**config.mk**
```make
export PLATFORM = sky130hd
export DESIGN_NAME = tlul_arb_rr_m1
export DESIGN_NICKNAME = d
export VERILOG_FILES = /design/src/rtl/tlul_pkg.sv /design/src/rtl/tlul_arb_idfifo.sv /design/src/rtl/tlul_arb_rr_m1.sv
export SDC_FILE = /design/constraint.sdc
export NUM_CORES = 1
export LEC_CHECK = 0
export ABC_AREA = 1
export CORE_AREA = 5 5 212 214
export CTS_CLUSTER_DIAMETER = 80
export CTS_CLUSTER_SIZE = 24
export DETAILED_ROUTE_END_ITERATION = 8
export DIE_AREA = 0 0 217 219
export GPL_TIMING_DRIVEN = 0
export PLACE_DENSITY = 0.42
export SLEW_MARGIN = 20
export SYNTH_ARGS = -nofsm -noshare
export SYNTH_HDL_FRONTEND = slang
export SYNTH_SLANG_ARGS = --single-unit
```
**constraint.sdc**
```tcl
create_clock -name clk_i -period 4.28 [get_ports clk_i]
set_input_delay 0.642 -clock clk_i [delete_from_list [all_inputs] [get_ports clk_i]]
set_output_delay 0.642 -clock clk_i [all_outputs]
set_load 0.01 [all_outputs]
```
**src/rtl/tlul_pkg.sv**
```systemverilog
// Minimal TL-UL channel structs shared by the arbiter and its bench.
// Only the fields the arbiter routes are modelled.
package tlul_pkg;

   typedef struct packed {
      logic        a_valid;
      logic [2:0]  a_opcode;
      logic [2:0]  a_param;
      logic [1:0]  a_size;
      logic [7:0]  a_source;
      logic [31:0] a_address;
      logic [3:0]  a_mask;
      logic [31:0] a_data;
      logic        d_ready;
   } tl_h2d_t;

   typedef struct packed {
      logic        d_valid;
      logic [2:0]  d_opcode;
      logic [2:0]  d_param;
      logic [1:0]  d_size;
      logic [7:0]  d_source;
      logic        d_sink;
      logic [31:0] d_data;
      logic        d_error;
      logic        a_ready;
   } tl_d2h_t;

endpackage

```
**src/rtl/tlul_arb_idfifo.sv**
```systemverilog
// Response-routing FIFO: holds the host index of every accepted A beat
// until its D beat returns. Depth must be a power of two.
module tlul_arb_idfifo #(
   parameter int Depth = 4,
   parameter int Width = 2
) (
   input  logic                     clk_i,
   input  logic                     rst_ni,
   input  logic                     push,
   input  logic [Width-1:0]         wdata,
   input  logic                     pop,
   output logic [Width-1:0]         rdata,
   output logic                     full,
   output logic                     empty,
   output logic [$clog2(Depth):0]   count
);

   localparam int PtrW = $clog2(Depth);
   localparam int CntW = PtrW + 1;

   logic [Width-1:0] mem [Depth];
   logic [PtrW-1:0]  wr_ptr, rd_ptr;
   logic [CntW-1:0]  cnt;
   logic             do_push, do_pop;

   // full/empty come straight from the count register, so a pop cannot
   // free a slot for a push in the same cycle
   assign full    = (cnt == CntW'(Depth));
   assign empty   = (cnt == '0);
   assign do_push = push & ~full;
   assign do_pop  = pop & ~empty;
   assign rdata   = mem[rd_ptr];
   assign count   = cnt;

   always_ff @(posedge clk_i or negedge rst_ni) begin
      if (!rst_ni) begin
         wr_ptr <= '0;
         rd_ptr <= '0;
         cnt    <= '0;
      end else begin
         if (do_push) wr_ptr <= wr_ptr + 1'b1;
         if (do_pop)  rd_ptr <= rd_ptr + 1'b1;
         cnt <= cnt + CntW'(do_push) - CntW'(do_pop);
      end
   end

   always_ff @(posedge clk_i) begin
      if (do_push) mem[wr_ptr] <= wdata;
   end

endmodule

```
**src/rtl/tlul_arb_rr_m1.sv**
```systemverilog
// M-host to 1-device TL-UL arbiter: zero-latency round-robin A grant with
// a hold lock, and in-order D routing back to the issuing host.
module tlul_arb_rr_m1
   import tlul_pkg::*;
#(
   parameter int M              = 3,
   parameter int MaxOutstanding = 4,
   parameter int IdW            = $clog2(M)
) (
   input  logic                            clk_i,
   input  logic                            rst_ni,
   input  tl_h2d_t [M-1:0]                 tl_h_i,
   output tl_d2h_t [M-1:0]                 tl_h_o,
   output tl_h2d_t                         tl_d_o,
   input  tl_d2h_t                         tl_d_i,
   output logic [$clog2(MaxOutstanding):0] outstanding_o,
   output logic                            err_spurious_o
);

   // first requester at or after ptr, wrapping; smallest offset wins
   function automatic logic [IdW-1:0] rr_find(input logic [M-1:0] req,
                                              input logic [IdW-1:0] ptr);
      logic [IdW-1:0] idx;
      rr_find = ptr;
      for (int k = M - 1; k >= 0; k--) begin
         idx = IdW'((int'(ptr) + k) % M);
         if (req[idx]) rr_find = idx;
      end
   endfunction

   logic [M-1:0]   req;
   logic [IdW-1:0] ptr_q, gnt_q, gnt, head;
   logic           lock_q, gnt_valid, host_valid, accept, pop;
   logic           fifo_full, fifo_empty;

   always_comb begin
      req = '0;
      for (int i = 0; i < M; i++) req[i] = tl_h_i[i].a_valid;
   end

   assign gnt        = lock_q ? gnt_q : rr_find(req, ptr_q);
   assign gnt_valid  = lock_q | (|req);
   assign host_valid = gnt_valid & tl_h_i[gnt].a_valid & rst_ni;

   // empty FIFO: any device response is spurious and gets sunk here
   always_comb begin
      tl_d_o         = tl_h_i[gnt];
      tl_d_o.a_valid = host_valid & ~fifo_full;
      tl_d_o.d_ready = fifo_empty ? tl_d_i.d_valid : tl_h_i[head].d_ready;
   end

   assign accept = tl_d_o.a_valid & tl_d_i.a_ready;
   assign pop    = tl_d_i.d_valid & tl_d_o.d_ready & ~fifo_empty;

   always_comb begin
      for (int i = 0; i < M; i++) begin
         tl_h_o[i]         = tl_d_i;
         tl_h_o[i].d_valid = tl_d_i.d_valid & ~fifo_empty & (head == IdW'(i));
         tl_h_o[i].a_ready = gnt_valid & rst_ni & (gnt == IdW'(i)) &
                             tl_d_i.a_ready & ~fifo_full;
      end
   end

   always_ff @(posedge clk_i or negedge rst_ni) begin
      if (!rst_ni) begin
         ptr_q          <= '0;
         gnt_q          <= '0;
         lock_q         <= 1'b0;
         err_spurious_o <= 1'b0;
      end else begin
         if (accept) ptr_q <= (gnt == IdW'(M - 1)) ? '0 : gnt + 1'b1;
         // an offered but unaccepted beat pins the grant until it lands
         lock_q <= host_valid & ~accept;
         if (host_valid & ~accept) gnt_q <= gnt;
         if (tl_d_i.d_valid & fifo_empty) err_spurious_o <= 1'b1;
      end
   end

   tlul_arb_idfifo #(
      .Depth (MaxOutstanding),
      .Width (IdW)
   ) u_idfifo (
      .clk_i  (clk_i),
      .rst_ni (rst_ni),
      .push   (accept),
      .wdata  (gnt),
      .pop    (pop),
      .rdata  (head),
      .full   (fifo_full),
      .empty  (fifo_empty),
      .count  (outstanding_o)
   );

endmodule

```
==> flow_metrics.py <==
metrics = {
    "logic_synthesis": {
        "synth_mux_area_frac": 0,
        "avgSynthCellArea_um2": 6.11,
        "syn_nets": 1046,
        "syn_area_um2": 4430,
        "synth_cell_types": 29,
        "netlist_instances": 724,
        "synth-xor-area-share": 0.00792,
        "synth_top_family_by_area": "simple AND/OR/NAND/NOR gates",
        "ys_seq_elements": 21,
        "synth-seq-area-share": 0.128,
        "synthSimpleGateAreaFrac": 0.482,
        "ys_warn_count": 0,
        "synth_fa_ha_area_frac": 0.0300,
        "synth_compound_area_frac": 0.00876,
    },
    "floorplanning": {
        "ios": 558,
        "die_w_um": 217,
        "row_count": 76,
        "core-area_um2": 42700,
        "dieArea_um2": 47500,
        "initial_core_util": 0.104,
        "die_y_um": 219,
    },
    "outcome": {
        "status": "finished clean",
    },
    "finish": {
        "multiInputGateArea_um2": 2360,
        "num_antenna_cells": 0,
        "final_common_cell": "clkdlybuf4s50_1",
        "drive_gt1_frac": 0.175,
        "layout.cells.non_filler": 1781,
        "filler_cell_count": 4771,
        "final_cell_mix": "502 x clkdlybuf4s50_1, 273 x nand3_1, 164 x buf_4, 141 x nand2_1, 28 x inv_1",
        "final_nets": 1558,
        "postLayoutCoreUtil": 0.243,
        "regArea_um2": 566,
        "syn2layout_area_growth_pct": 134,
        "design_area_um2": 10400,
    },
    "sta": {
        "worst_pin_slew_ns": 0.685,
        "skew_ns": 0.00287,
        "fin_crit_sh": 0.944,
        "maxSlewViolCount": 0,
        "hold_violations": 0,
        "slew_headroom": 0.539,
        "rsz0062_at_grt": "yes",
        "min_period_ns": 4.04,
        "max_freq_mhz": 248,
        "setup_viol": 0,
    },
    "power_and_ir_drop": {
        "p_leak_nw": 4.46,
        "p_int_mw": 3.99,
        "switchingPower_mw": 4.64,
        "power_density_nw_per_um2": 832,
        "power_frac_clock": 0.023,
        "peakVddDrop_uv": 411,
        "p_total_mw": 8.63,
        "seq_power_share": 0.041,
        "power_frac_comb": 0.936,
        "sw_frac_of_total": 0.538,
    },
    "critical_path": {
        "critPathMaxFanout": 10,
        "worst_ep_required_time_ns": 3.64,
        "cp-start-kind": "primary input",
        "rrSetupSlack_ns": 1.09,
        "arrival_ns": 3.40,
        "end_kind": "primary output",
        "critPathKind": "primary input to primary output",
    },
    "place": {
        "dp_cells": 1777,
        "place_area_um2": 10200,
        "routabilityCongestion": 0.805,
        "portBuffers": 507,
        "dp_hpwl_um": 28900,
    },
    "cts": {
        "clock_path_buffers": 2,
        "clk_pin_slew_ns": 0.06,
        "numCtsBuffers": 3,
        "clkLatencyLatePin_ns": 0.25,
        "postCtsSetupBuffers": 0,
        "cts_hold_buf": 0,
        "root_buffer": "clkbuf_16",
        "cts.sinks": 21,
        "cts_tree": "built",
        "cts_max_level": 1,
    },
    "detailed_routing": {
        "via_per_inst": 3.70,
        "detail-route-antenna-nets": 0,
        "vias": 6589,
        "avgRoutedWirePerCell_um": 18.6,
        "drtIter0Drc": 193,
        "first_pass_iters": 4,
        "drt-total-wl_um": 33100,
        "drc": 0,
    },
    "grt": {
        "grt_pass1_vias": 6918,
        "grt_pass1_wl_um": 45600,
        "grt_max_degree": 15,
        "grt_antenna_before_repair": 0,
        "overflow": 0,
        "grt_use_total": 0.126,
    },
    "job": {
        "maxCapViolations": 0,
    },
    "hold_path": {
        "min_path_type": "flip-flop to flip-flop",
    },
}
[timing repair]
| item | CTS | global route |
|---|---|---|
| endpoints found under the setup margin | 9 | 79 |
| hold endpoints to repair | 0 | 0 |
| gates resized for setup | 5 | 40 |
| pin swaps | 0 | 0 |
[routing by layer]
| layer | vias up | global-route usage | share of wire |
|---|---|---|---|
| met3 | 6 | 0.0410 | 0.082 |
| met1 | 3028 | 0.137 | 0.37 |
| met2 | 259 | 0.251 | 0.55 |
| met5 | - | 0 | 0 |
| li1 | 3296 | - | - |
| met4 | 0 | 0.00379 | 0.0028 |
[through the flow]
step / setup TNS (ns) / hold WS (ns) / worst slack, ns
finish: 0 / 0.476 / 0.240
CTS: 0 / 0.479 / 0.00383
global route: -0.00206 / 0.518 / -0.00206
floorplan: 0 / 0.346 / 1.54
detailed placement: -0.398 / 0.463 / -0.152
global placement: -0.375 / 0.449 / -0.120
[cell type report]
| type | instances | area share |
|---|---|---|
| Clock inverter | 1 | 0.000483 |
| Clock buffer | 3 | 0.00724 |
| Timing Repair Buffer | 507 | 0.491 |
| Multi-Input combinational cell | 473 | 0.228 |
| Sequential cell | 21 | 0.0546 |
| Inverter | 34 | 0.0128 |
| Buffer | 196 | 0.140 |
| Tap cell | 546 | 0.0659 |
[worst max-delay path, stage by stage]
cell and delay (ns):
clkdlybuf4s50_1 0.55, inv_1 0.09, o21ai_0 0.19, nand2_2 0.11
inv_2 0.06, nand2_1 0.04, nand2_1 0.06, nand2_1 0.04
nand2_1 0.07, nand2_2 0.08, nand2_4 0.15, buf_6 0.22
clkbuf_4 0.26, nand3_1 0.15, nand3_1 0.12, clkdlybuf4s50_1 0.55
[Yosys cell counts (all sizes together)]
cell type	instances	area (µm²)
o21ai	3	15.0
nor3	7	35.0
a21oi	1	16.3
buf	187	1360
and2	3	18.8
edfxtp	8	240
dfrtp	13	325
inv	34	128
xor2	3	26.3
nor2	13	56.3
nand3	273	1370
fa	1	20.0
nand4	10	77.6
a211oi	1	7.51
or2	1	6.26
ha	9	113
xnor2	1	8.76
clkbuf	9	35.0
nand2	147	574
[cells by family after synthesis]
kind of cell             after synthesis
XOR/XNOR                               4
flip-flops                            21
adder cells (fa/ha/maj)               10
buffers and inverters                230
AO/OA/AOI/OAI                          5
AND/OR/NAND/NOR                      454
[sequential cells by signal (all words and copies together) (netlist names)]
signal and count:
err_spurious_o 1, gnt_q 2, lock_q 1, ptr_q 2, u_idfifo.count 3, u_idfifo.mem 8
u_idfifo.rd_ptr 2, u_idfifo.wr_ptr 2
[worst paths after layout]
check                               start                 to  cells after the start
max                           tl_h_i[257]         tl_d_o[70]                     16
min                        err_spurious_o     err_spurious_o                      2
max reg2reg                      ptr_q[0]  u_idfifo.count[2]                     18
min reg2reg                err_spurious_o     err_spurious_o                      2
max in group asynchronous          rst_ni           ptr_q[0]                      1
min in group asynchronous          rst_ni     err_spurious_o                      1
[power groups by stage]
stage	clock (mW)	combinational (mW)	sequential [mW]
5_1_grt	0.213	8.82	0.365
3_5_place_dp	0	8.15	0.359
2_1_floorplan	0	3.76	0.350
6_report	0.201	8.07	0.355
4_1_cts	0.205	8.22	0.356
3_3_place_gp	0	8.20	0.357
Power figures use the tool's default switching activity.
